### config.mk
export PLATFORM = sky130hd
export DESIGN_NAME = showcase_pipe_flat
export DESIGN_NICKNAME = d
export VERILOG_FILES = /design/src/rtl/showcase_pipe_if.sv /design/src/rtl/showcase_pipe.sv /design/src/flat_wrapper.sv
export SDC_FILE = /design/constraint.sdc
export NUM_CORES = 1
export LEC_CHECK = 0
export ABC_AREA = 1
export ABC_CLOCK_PERIOD_IN_PS = 4340
export BUFFER_PORTS_ARGS = -buffer_cell sky130_fd_sc_hd__buf_2
export CELL_PAD_IN_SITES_DETAIL_PLACEMENT = 1
export CELL_PAD_IN_SITES_GLOBAL_PLACEMENT = 1
export CORE_MARGIN = 2
export CORE_UTILIZATION = 43
export CTS_BUF_LIST = sky130_fd_sc_hd__clkbuf_8
export DETAILED_ROUTE_END_ITERATION = 10
export PLACE_DENSITY_LB_ADDON = 0.3
export SLEW_MARGIN = 20
export SYNTH_ARGS = -nofsm -noshare
export SYNTH_HDL_FRONTEND = slang
export SYNTH_SLANG_ARGS = --single-unit
### constraint.sdc
create_clock -name clk -period 4.34 [get_ports clk]
set_input_delay 0.868 -clock clk [delete_from_list [all_inputs] [get_ports clk]]
set_output_delay 0.868 -clock clk [all_outputs]
set_load 0.01 [all_outputs]
### src/rtl/showcase_pipe_if.sv
// showcase_pipe_if: operand/result handshake bundle for showcase_pipe.
//   master : drives a, b, in_vld, out_rdy; observes in_rdy, out_vld, sum, cmp, fitted
//   slave  : the pipe side (mirror of master)
interface showcase_pipe_if #(
  parameter int unsigned DATA_WIDTH = 32,
  parameter int unsigned FIT_WIDTH  = 16
);
  logic [DATA_WIDTH-1:0] a;
  logic [DATA_WIDTH-1:0] b;
  logic                  in_vld;
  logic                  in_rdy;
  logic                  out_vld;
  logic                  out_rdy;
  logic [DATA_WIDTH:0]   sum;
  logic [5:0]            cmp;
  logic [FIT_WIDTH-1:0]  fitted;

  modport master (
    output a, b, in_vld, out_rdy,
    input  in_rdy, out_vld, sum, cmp, fitted
  );

  modport slave (
    input  a, b, in_vld, out_rdy,
    output in_rdy, out_vld, sum, cmp, fitted
  );
endinterface

### src/rtl/showcase_pipe.sv
// showcase_pipe: single-slot registered arithmetic stage with a side RAM.
//   clk, rst_n  : clock, synchronous active-low reset
//   bus (slave) : a (unsigned), b (signed) in; sum = a+b, cmp flags vs CMP_CONST,
//                 fitted = a saturated to FIT_WIDTH bits; valid/ready on both sides
//   i_idx       : RAM index, delayed IDX_DELAY cycles before use (idx_d)
//   o_rd_data   : RAM[idx_d], registered every cycle
//   i_e, i_clr  : sticky flag set / clear (clear wins); o_flag is the flag
//   o_xfer_cnt  : saturating count of accepted input transfers
module showcase_pipe #(
  parameter int unsigned DATA_WIDTH = 32,
  parameter int unsigned ADDR_WIDTH = 2,
  parameter int unsigned IDX_DELAY  = 2,
  parameter int unsigned FIT_WIDTH  = 16,
  parameter int          CMP_CONST  = 4
) (
  input  logic                  clk,
  input  logic                  rst_n,
  showcase_pipe_if.slave        bus,
  input  logic [ADDR_WIDTH-1:0] i_idx,
  output logic [7:0]            o_rd_data,
  input  logic                  i_e,
  input  logic                  i_clr,
  output logic                  o_flag,
  output logic [15:0]           o_xfer_cnt
);
  localparam int unsigned DEPTH = 2 ** ADDR_WIDTH;

  // Same bit pattern, compared unsigned against a and signed against b.
  localparam logic        [DATA_WIDTH-1:0] CmpU = DATA_WIDTH'(CMP_CONST);
  localparam logic signed [DATA_WIDTH-1:0] CmpS = DATA_WIDTH'(CMP_CONST);

  typedef logic [DEPTH-1:0][7:0] ram_t;

  function automatic ram_t ram_init();
    ram_t r;
    for (int n = 0; n < int'(DEPTH); n++) r[n] = 8'(n);
    return r;
  endfunction

  logic                         r_out_vld;
  logic signed [DATA_WIDTH:0]   r_sum;
  logic [5:0]                   r_cmp;
  logic [FIT_WIDTH-1:0]         r_fitted;
  logic [ADDR_WIDTH-1:0]        r_idx_pipe [IDX_DELAY];
  logic [7:0]                   r_rd_data;
  logic                         r_flag;
  logic [15:0]                  r_xfer_cnt;
  // Power-up content only; no reset path touches the array.
  ram_t                         r_ram = ram_init();

  logic                         w_xfer;
  logic signed [DATA_WIDTH:0]   w_sum;
  logic signed [DATA_WIDTH-1:0] w_b_s;
  logic [5:0]                   w_cmp;
  logic [FIT_WIDTH-1:0]         w_fitted;
  logic [ADDR_WIDTH-1:0]        w_idx_d;

  // Ready while in reset so upstream never stalls on a result that reset discards.
  assign bus.in_rdy = !rst_n || !r_out_vld || bus.out_rdy;
  assign w_xfer     = rst_n && bus.in_vld && bus.in_rdy;

  assign w_sum = $signed({1'b0, bus.a}) + $signed({bus.b[DATA_WIDTH-1], bus.b});
  assign w_b_s = $signed(bus.b);

  always_comb begin
    w_cmp    = '0;
    w_cmp[0] = bus.a < CmpU;
    w_cmp[1] = bus.a > CmpU;
    w_cmp[2] = w_b_s <= CmpS;
    w_cmp[3] = w_b_s >= CmpS;
    w_cmp[4] = w_b_s != CmpS;
    w_cmp[5] = w_b_s == CmpS;
  end

  assign w_fitted = (bus.a[DATA_WIDTH-1:FIT_WIDTH] != '0) ? '1 : bus.a[FIT_WIDTH-1:0];

  always_ff @(posedge clk) begin
    if (!rst_n) begin
      r_out_vld <= 1'b0;
      r_sum     <= '0;
      r_cmp     <= '0;
      r_fitted  <= '0;
    end else if (w_xfer) begin
      r_out_vld <= 1'b1;
      r_sum     <= w_sum;
      r_cmp     <= w_cmp;
      r_fitted  <= w_fitted;
    end else if (bus.out_rdy) begin
      r_out_vld <= 1'b0;
    end
  end

  assign bus.out_vld = r_out_vld;
  assign bus.sum     = r_sum;
  assign bus.cmp     = r_cmp;
  assign bus.fitted  = r_fitted;

  always_ff @(posedge clk) begin
    if (!rst_n) begin
      for (int i = 0; i < int'(IDX_DELAY); i++) r_idx_pipe[i] <= '0;
    end else begin
      r_idx_pipe[0] <= i_idx;
      for (int i = 1; i < int'(IDX_DELAY); i++) r_idx_pipe[i] <= r_idx_pipe[i-1];
    end
  end

  assign w_idx_d = r_idx_pipe[IDX_DELAY-1];

  always_ff @(posedge clk) begin
    if (w_xfer) r_ram[w_idx_d] <= bus.a[7:0];
  end

  // Non-blocking read of the pre-write array gives old data on a same-entry collision.
  always_ff @(posedge clk) begin
    if (!rst_n) r_rd_data <= '0;
    else        r_rd_data <= r_ram[w_idx_d];
  end

  always_ff @(posedge clk) begin
    if (!rst_n) begin
      r_flag     <= 1'b0;
      r_xfer_cnt <= '0;
    end else begin
      r_flag <= i_clr ? 1'b0 : (r_flag | i_e);
      if (w_xfer && r_xfer_cnt != 16'hFFFF) r_xfer_cnt <= r_xfer_cnt + 16'd1;
    end
  end

  assign o_rd_data  = r_rd_data;
  assign o_flag     = r_flag;
  assign o_xfer_cnt = r_xfer_cnt;
endmodule

### src/flat_wrapper.sv
// flat-port wrapper written by rule: the top's interface ports become plain ports
module showcase_pipe_flat 
#(
  parameter int unsigned DATA_WIDTH = 32,
  parameter int unsigned ADDR_WIDTH = 2,
  parameter int unsigned IDX_DELAY  = 2,
  parameter int unsigned FIT_WIDTH  = 16,
  parameter int          CMP_CONST  = 4
)
  (clk, rst_n, i_idx, o_rd_data, i_e, i_clr, o_flag, o_xfer_cnt, bus_a, bus_b, bus_in_vld, bus_out_rdy, bus_in_rdy, bus_out_vld, bus_sum, bus_cmp, bus_fitted);
  showcase_pipe_if #(.DATA_WIDTH(DATA_WIDTH), .FIT_WIDTH(FIT_WIDTH)) bus_i ();
  input  logic clk;
  input  logic rst_n;
  input  logic [ADDR_WIDTH-1:0] i_idx;
  output logic [7:0] o_rd_data;
  input  logic i_e;
  input  logic i_clr;
  output logic o_flag;
  output logic [15:0] o_xfer_cnt;
  input wire logic [$bits(bus_i.a)-1:0] bus_a;
  input wire logic [$bits(bus_i.b)-1:0] bus_b;
  input wire logic [$bits(bus_i.in_vld)-1:0] bus_in_vld;
  input wire logic [$bits(bus_i.out_rdy)-1:0] bus_out_rdy;
  output wire logic [$bits(bus_i.in_rdy)-1:0] bus_in_rdy;
  output wire logic [$bits(bus_i.out_vld)-1:0] bus_out_vld;
  output wire logic [$bits(bus_i.sum)-1:0] bus_sum;
  output wire logic [$bits(bus_i.cmp)-1:0] bus_cmp;
  output wire logic [$bits(bus_i.fitted)-1:0] bus_fitted;
  assign bus_i.a = bus_a;
  assign bus_i.b = bus_b;
  assign bus_i.in_vld = bus_in_vld;
  assign bus_i.out_rdy = bus_out_rdy;
  assign bus_in_rdy = bus_i.in_rdy;
  assign bus_out_vld = bus_i.out_vld;
  assign bus_sum = bus_i.sum;
  assign bus_cmp = bus_i.cmp;
  assign bus_fitted = bus_i.fitted;
  showcase_pipe #(.DATA_WIDTH(DATA_WIDTH), .ADDR_WIDTH(ADDR_WIDTH), .IDX_DELAY(IDX_DELAY), .FIT_WIDTH(FIT_WIDTH), .CMP_CONST(CMP_CONST)) u_core (.clk(clk), .rst_n(rst_n), .bus(bus_i), .i_idx(i_idx), .o_rd_data(o_rd_data), .i_e(i_e), .i_clr(i_clr), .o_flag(o_flag), .o_xfer_cnt(o_xfer_cnt));
endmodule
Word-level counts from Yosys, hierarchy flattened
Memory sizes are Yosys's and may differ from the RTL's.
Index checks and enable logic that the tools add are counted.
- $lt $le $gt $ge: 6
- equal/unequal tests: 3
- muxes and demuxes: 12
- reduce and logical (&&, ||, !) cells: 11
- bitwise logic cells: 4
- add/subtract/negate cells: 2
- operator list (kind ; number):
    adder 33 x 32 -> 33 bit ; 1
    bitwise mux 32 bit ; 1
    == test 32 x 4 -> 1 bit (second input constant) ; 1
    greater-or-equal comparator 32 x 4 -> 1 bit (second input constant) ; 1
    greater-than comparator 32 x 3 -> 1 bit (second input constant) ; 1
    less-or-equal comparator 32 x 4 -> 1 bit (second input constant) ; 1
    less-than comparator 32 x 3 -> 1 bit (second input constant) ; 1
    != test 32 x 4 -> 1 bit (second input constant) ; 1
    adder 16 x 1 -> 16 bit (second input constant) ; 1
    binary-select mux 8 bit (select 2 bit) ; 1
    demux 8 bit (select 2 bit) ; 1
    2-to-1 mux 16 bit ; 1
    2-to-1 mux 8 bit ; 2
    != test 16 bit (second input constant) ; 1
    nonzero test 16 bit ; 1
    logical AND 1 bit ; 4
    2-to-1 mux 1 bit ; 4
    2-to-1 mux 2 bit ; 2
    less-than comparator 2 x 3 -> 1 bit (second input constant) ; 1
    OR 1 bit ; 3
    greater-or-equal comparator 2 x 1 -> 1 bit (second input constant) ; 1
    logical NOT 1 bit ; 2
    logical OR 1 bit ; 2
    nonzero test 2 bit ; 1
    other kinds (2) ; 2
- register bits: 113
- memories: 1
- output and inout port bits: 82
- bits in writable memories: 4
- memories (name ; depth ; bits a word ; rd ports ; clocked after memory_dff ; wr ports ; RTL line ; source):
    u_core.r_idx_pipe ; 2 ; 2 ; 2 ; 0 ; 2 ; showcase_pipe.sv:44 ; logic [ADDR_WIDTH-1:0] r_idx_pipe [IDX_DELAY];

Depth between registers and ports, before layout
- word-level depth: 5
- gate-level depth with buffers: 14

Worst setup path before layout
No wires, ideal clock.
- kind: input port to output port
- start point: input rst_n
- end point: output bus_in_rdy
- arrival time: 1562 ps
- stages: 3
- required time: 3472 ps
- path slack: 1910 ps
- cell sequence: clkbuf_1 -> buf_1 -> nand3_1
- word-level cells in the longest chain between the ends: 3
- ends and longest elaborated chain (element ; RTL line ; source):
    start: declaration ; flat_wrapper.sv:13 ; input logic rst_n;
    logical NOT 1 bit ; -- ;
    logical OR 1 bit (2 in a row) ; showcase_pipe.sv:59 ; assign bus.in_rdy = !rst_n || !r_out_vld || bus.out_rdy;
    end: declaration ; flat_wrapper.sv:24 ; output wire logic [$bits(bus_i.in_rdy)-1:0] bus_in_rdy;
No other way between the ends.

Worst setup path after layout
- start point: input bus_out_rdy
- end point: register u_core.r_xfer_cnt[10] (netlist: u_core.o_xfer_cnt[10])
- word-level cells in the longest chain between the ends: 3
- ends and longest elaborated chain (element ; RTL line ; source):
    start: declaration ; flat_wrapper.sv:23 ; input wire logic [$bits(bus_i.out_rdy)-1:0] bus_out_rdy;
    logical OR 1 bit ; showcase_pipe.sv:59 ;
    logical AND 1 bit ; showcase_pipe.sv:60 ; assign w_xfer = rst_n && bus.in_vld && bus.in_rdy;
    logical AND 1 bit ; showcase_pipe.sv:125 ; if (w_xfer && r_xfer_cnt != 16'hFFFF) r_xfer_cnt <= r_xfer_cnt + 16'd1;
    end signal: assignment ; showcase_pipe.sv:125 ;
    end: declaration ; showcase_pipe.sv:47 ; logic [15:0] r_xfer_cnt;
No other way between the ends.
A chain may end at the register's enable or synchronous reset.

==> flow_summary_export.csv <==
group,metric,value,unit
pwr,pwr-share-clk,35.6,%
timing,finalCriticalPeriod,3.31,ns
clock_tree,clk_latency,0.44,ns
place,io_buffers,153,
place,placedInstanceArea,8040,um^2
routing,drt_iter0_drc,299,
pwr,power_density,338,nW/um^2
synthesis,seq_area_frac_synth,37.5,%
synthesis,avgSynthCellArea,6.62,um^2
grt,grt_first_pass_wirelength,36300,um
grt,grt_pass1_vias,7305,
clock_tree,cts_tree,"done",
layout,final_util,51.7,%
timing,slew_headroom,39.3,%
timing,worstMarginPinSlew,0.909,ns
routing,num_vias,7292,
clock_tree,ctsHoldBuffers,0,
synthesis,synth_area_leaders,"dfxtp_1 (24%), nand2_1 (19%), edfxtp_1 (14%)",
timing,max_freq,302,MHz
synthesis,yosys_warnings,0,
pwr,max-vdd-ir-drop,182,uV
clock_tree,root_buffer,"clkbuf_8",
synthesis,syn_area,7110,um^2
layout,syn_to_final_growth,18.8,%
critical_path,worstPathArrival,3.63,ns
floorplan,core,16300,um^2
timing,hold_violations,0,
floorplan,rows,47,
layout,layout-drive-gt1-share,16.5,%
pwr,switching_share,34.0,%
synthesis,synth-compound-area-share,8.45,%
floorplan,fp.dieH,133,um
clock_tree,cts_buffers,17,
pwr,p_leak,4.55,nW
synthesis,ys_ff_latch,117,
floorplan,initial_utilization,43.5,%
clock_tree,clk_path_buf_depth,2,
pwr,power_frac_comb,21.4,%
clock_tree,cts_sinks,117,
floorplan,io_pins,154,
floorplan,die_area,17600,um^2
timing,rsz0062_at_grt,"no",
synthesis,syn_inst,1073,
critical_path,cp-start-kind,"primary input",
critical_path,crit_type,"in2reg",
status,status,"finished, final reports clean",
pwr,switching_power,0.000971,W
pwr,p_seq_share,43.0,%
timing,slew_viol_final,0,
critical_path,critPathMaxFanout,43,
synthesis,yosys.area.top_type,"dfxtp_1",
synthesis,synthSimpleGateAreaFrac,34.3,%
routing,drt-total-wl,22200,um
synthesis,dominantRegCellSynth,"dfxtp_1",
clock_tree,htreeDepth,4,
routing,drc_errors,0,
clock_tree,post_cts_buffers,0,
pwr,internal_power,0.00188,W
synthesis,synth_edf_count,32,
critical_path,critPathRequiredTime,4.66,ns
routing,vias_per_cell,5.02,
floorplan,die_w,133,um
critical_path,endpoint_kind,"register",
clock_tree,clkTransAtPathRegs,0.09,ns
layout,final_nets,1326,
synthesis,synth_fp_nets,1179,
grt,grt_max_degree,67,
layout,fin_area,8450,um^2
grt,grt_antenna_before_repair,0,
timing,fin_crit_sh,76.2,%
synthesis,synthMuxAreaShare,0,%
grt,grt-ovfl-total,0,
layout,num_antenna_cells,0,
hold_path,hold_class,"reg2reg",
timing,setup_viol,0,
place,routabilityCongestion,0.870,
pwr,power,0.00286,W
synthesis,async_flop_share,0,%
timing,skew,0.0157,ns
routing,ant_nets,0,
synthesis,synth_fa_ha_area_share,6.09,%
place,dpl.hpwl,17400,um
synthesis,synthDistinctLibCells,37,
clock_tree,post_cts_resized,0,
synthesis,synthXorXnorAreaFrac,2.46,%
synthesis,synth_top_family_by_area,"simple AND/OR/NAND/NOR gates",
routing,wl_per_cell,15.3,um
routing,drtPass1Iterations,4,
timing,finalSetupTns,0,ns
synthesis,synth.top_cell.area_share,23.9,%
grt,gr-usage-all-layers,25.7,%
job,drv_cap,0,
cell usage in the layout (no fill, tap or decap), types with 3 or more instances in the layout:
cell type  netlist  layout
inv_6            0       7
nor3_2           1       3
inv_2            3       3
o211ai_1        15      15
a21oi_1         43      43
ha_1            33      33
nand3_2          3       3
edfxtp_1        32      32
nand2_2          3       3
nand4_1          9       9
a22oi_1          8       8
nand2_1        363     363
o21bai_1         3       3
buf_2            4     153
clkbuf_8         0      17
xor2_1           6       6
o21ai_0         23      23
inv_1          177     177
nand3_1         84      84
xnor2_1         14      14
nor3_1          13      11
inv_8            0       3
a31oi_1          8       8
dfxtp_1         85      85
nor2_1         104     104
power groups by stage:
stage / Sequential [W] / Combinational (W) / Clock (W)
floorplan: 0.00127 / 0.000357 / 0
global placement: 0.00125 / 0.000590 / 0
detailed placement: 0.00125 / 0.000609 / 0
CTS: 0.00123 / 0.000614 / 0.00103
global route: 0.00124 / 0.000691 / 0.00108
finish: 0.00123 / 0.000611 / 0.00102
flip-flops by register name (all words and copies together) (netlist names):
signal,flops
u_core.bus.fitted,16
u_core.o_xfer_cnt,16
u_core.bus.cmp,6
u_core.r_ram,32
u_core.o_rd_data,8
u_core.bus.sum,33
u_core.bus.out_vld,1
u_core.o_flag,1
u_core.r_idx_pipe,4
metal layers:
layer	part of all wire, %	track usage (%)	up-vias
met5	0	0	-
met4	1.6	6.87	0
met3	3.2	3.72	25
met2	49	45.1	147
met1	46	33.1	3449
li1	-	-	3671
through the flow:
stage,std cells,setup slack [ns],hold slack (ns)
floorplan,1073,1.91,0.390
global placement,1421,0.717,0.402
detailed placement,1421,0.634,0.405
CTS,1453,1.07,0.420
global route,1453,0.765,0.439
finish,1453,1.03,0.415
area by class of cell:
class                   instances  area (um^2)
clock buffers                  17          234
clock inverters                15          160
multi-input cells             748         3650
inverters                     181          679
well taps                     220          275
fillers                      2299         7900
flip-flops and latches        117         2660
repair buffers                155          781
worst max-delay path, stage by stage:
cell	delay, ns
buf_2	0.07
inv_1	0.04
nand2_1	0.09
nand3_2	0.53
inv_2	0.94
nand2_2	0.35
inv_2	0.32
nand3_1	0.14
o21ai_0	0.18
nor2_1	0.05
final timing paths:
check / start / to / slack, ns / cells past startpoint
setup / recovery: bus_out_rdy / u_core.o_xfer_cnt[10] / 1.03 / 10
hold reg to reg: u_core.r_idx_pipe[0][1] / u_core.r_idx_pipe[0][3] / 0.41 / 2
hold / removal: u_core.r_idx_pipe[0][1] / u_core.r_idx_pipe[0][3] / 0.41 / 2
setup reg to reg: u_core.bus.out_vld / u_core.o_xfer_cnt[10] / 1.24 / 8
cells in the mapped netlist (2+ instances only):
cell type / count
nand2_2: 3
nand2_1: 363
o211ai_1: 15
a21oi_1: 43
nand3_1: 84
nand4_1: 9
nor2_1: 104
inv_2: 3
xnor2_1: 14
buf_6: 2
xor2_1: 6
buf_2: 4
a31oi_1: 8
nor4_1: 2
dfxtp_1: 85
buf_1: 4
o21bai_1: 3
ha_1: 33
nand3_2: 3
nor3_1: 13
inv_1: 177
o21ai_1: 2
clkbuf_1: 17
o21ai_0: 23
nor2_2: 2
edfxtp_1: 32
nand3b_1: 2
a22oi_1: 8
logic make-up after synthesis:
family                     Yosys count
and+or+nand+nor                    590
DFF                                117
adders and majority gates           34
buffers and inverters              208
xor gates and xnor gates            20
AOI/OAI and AO/OA                  104
Power figures use the tool's default switching activity.
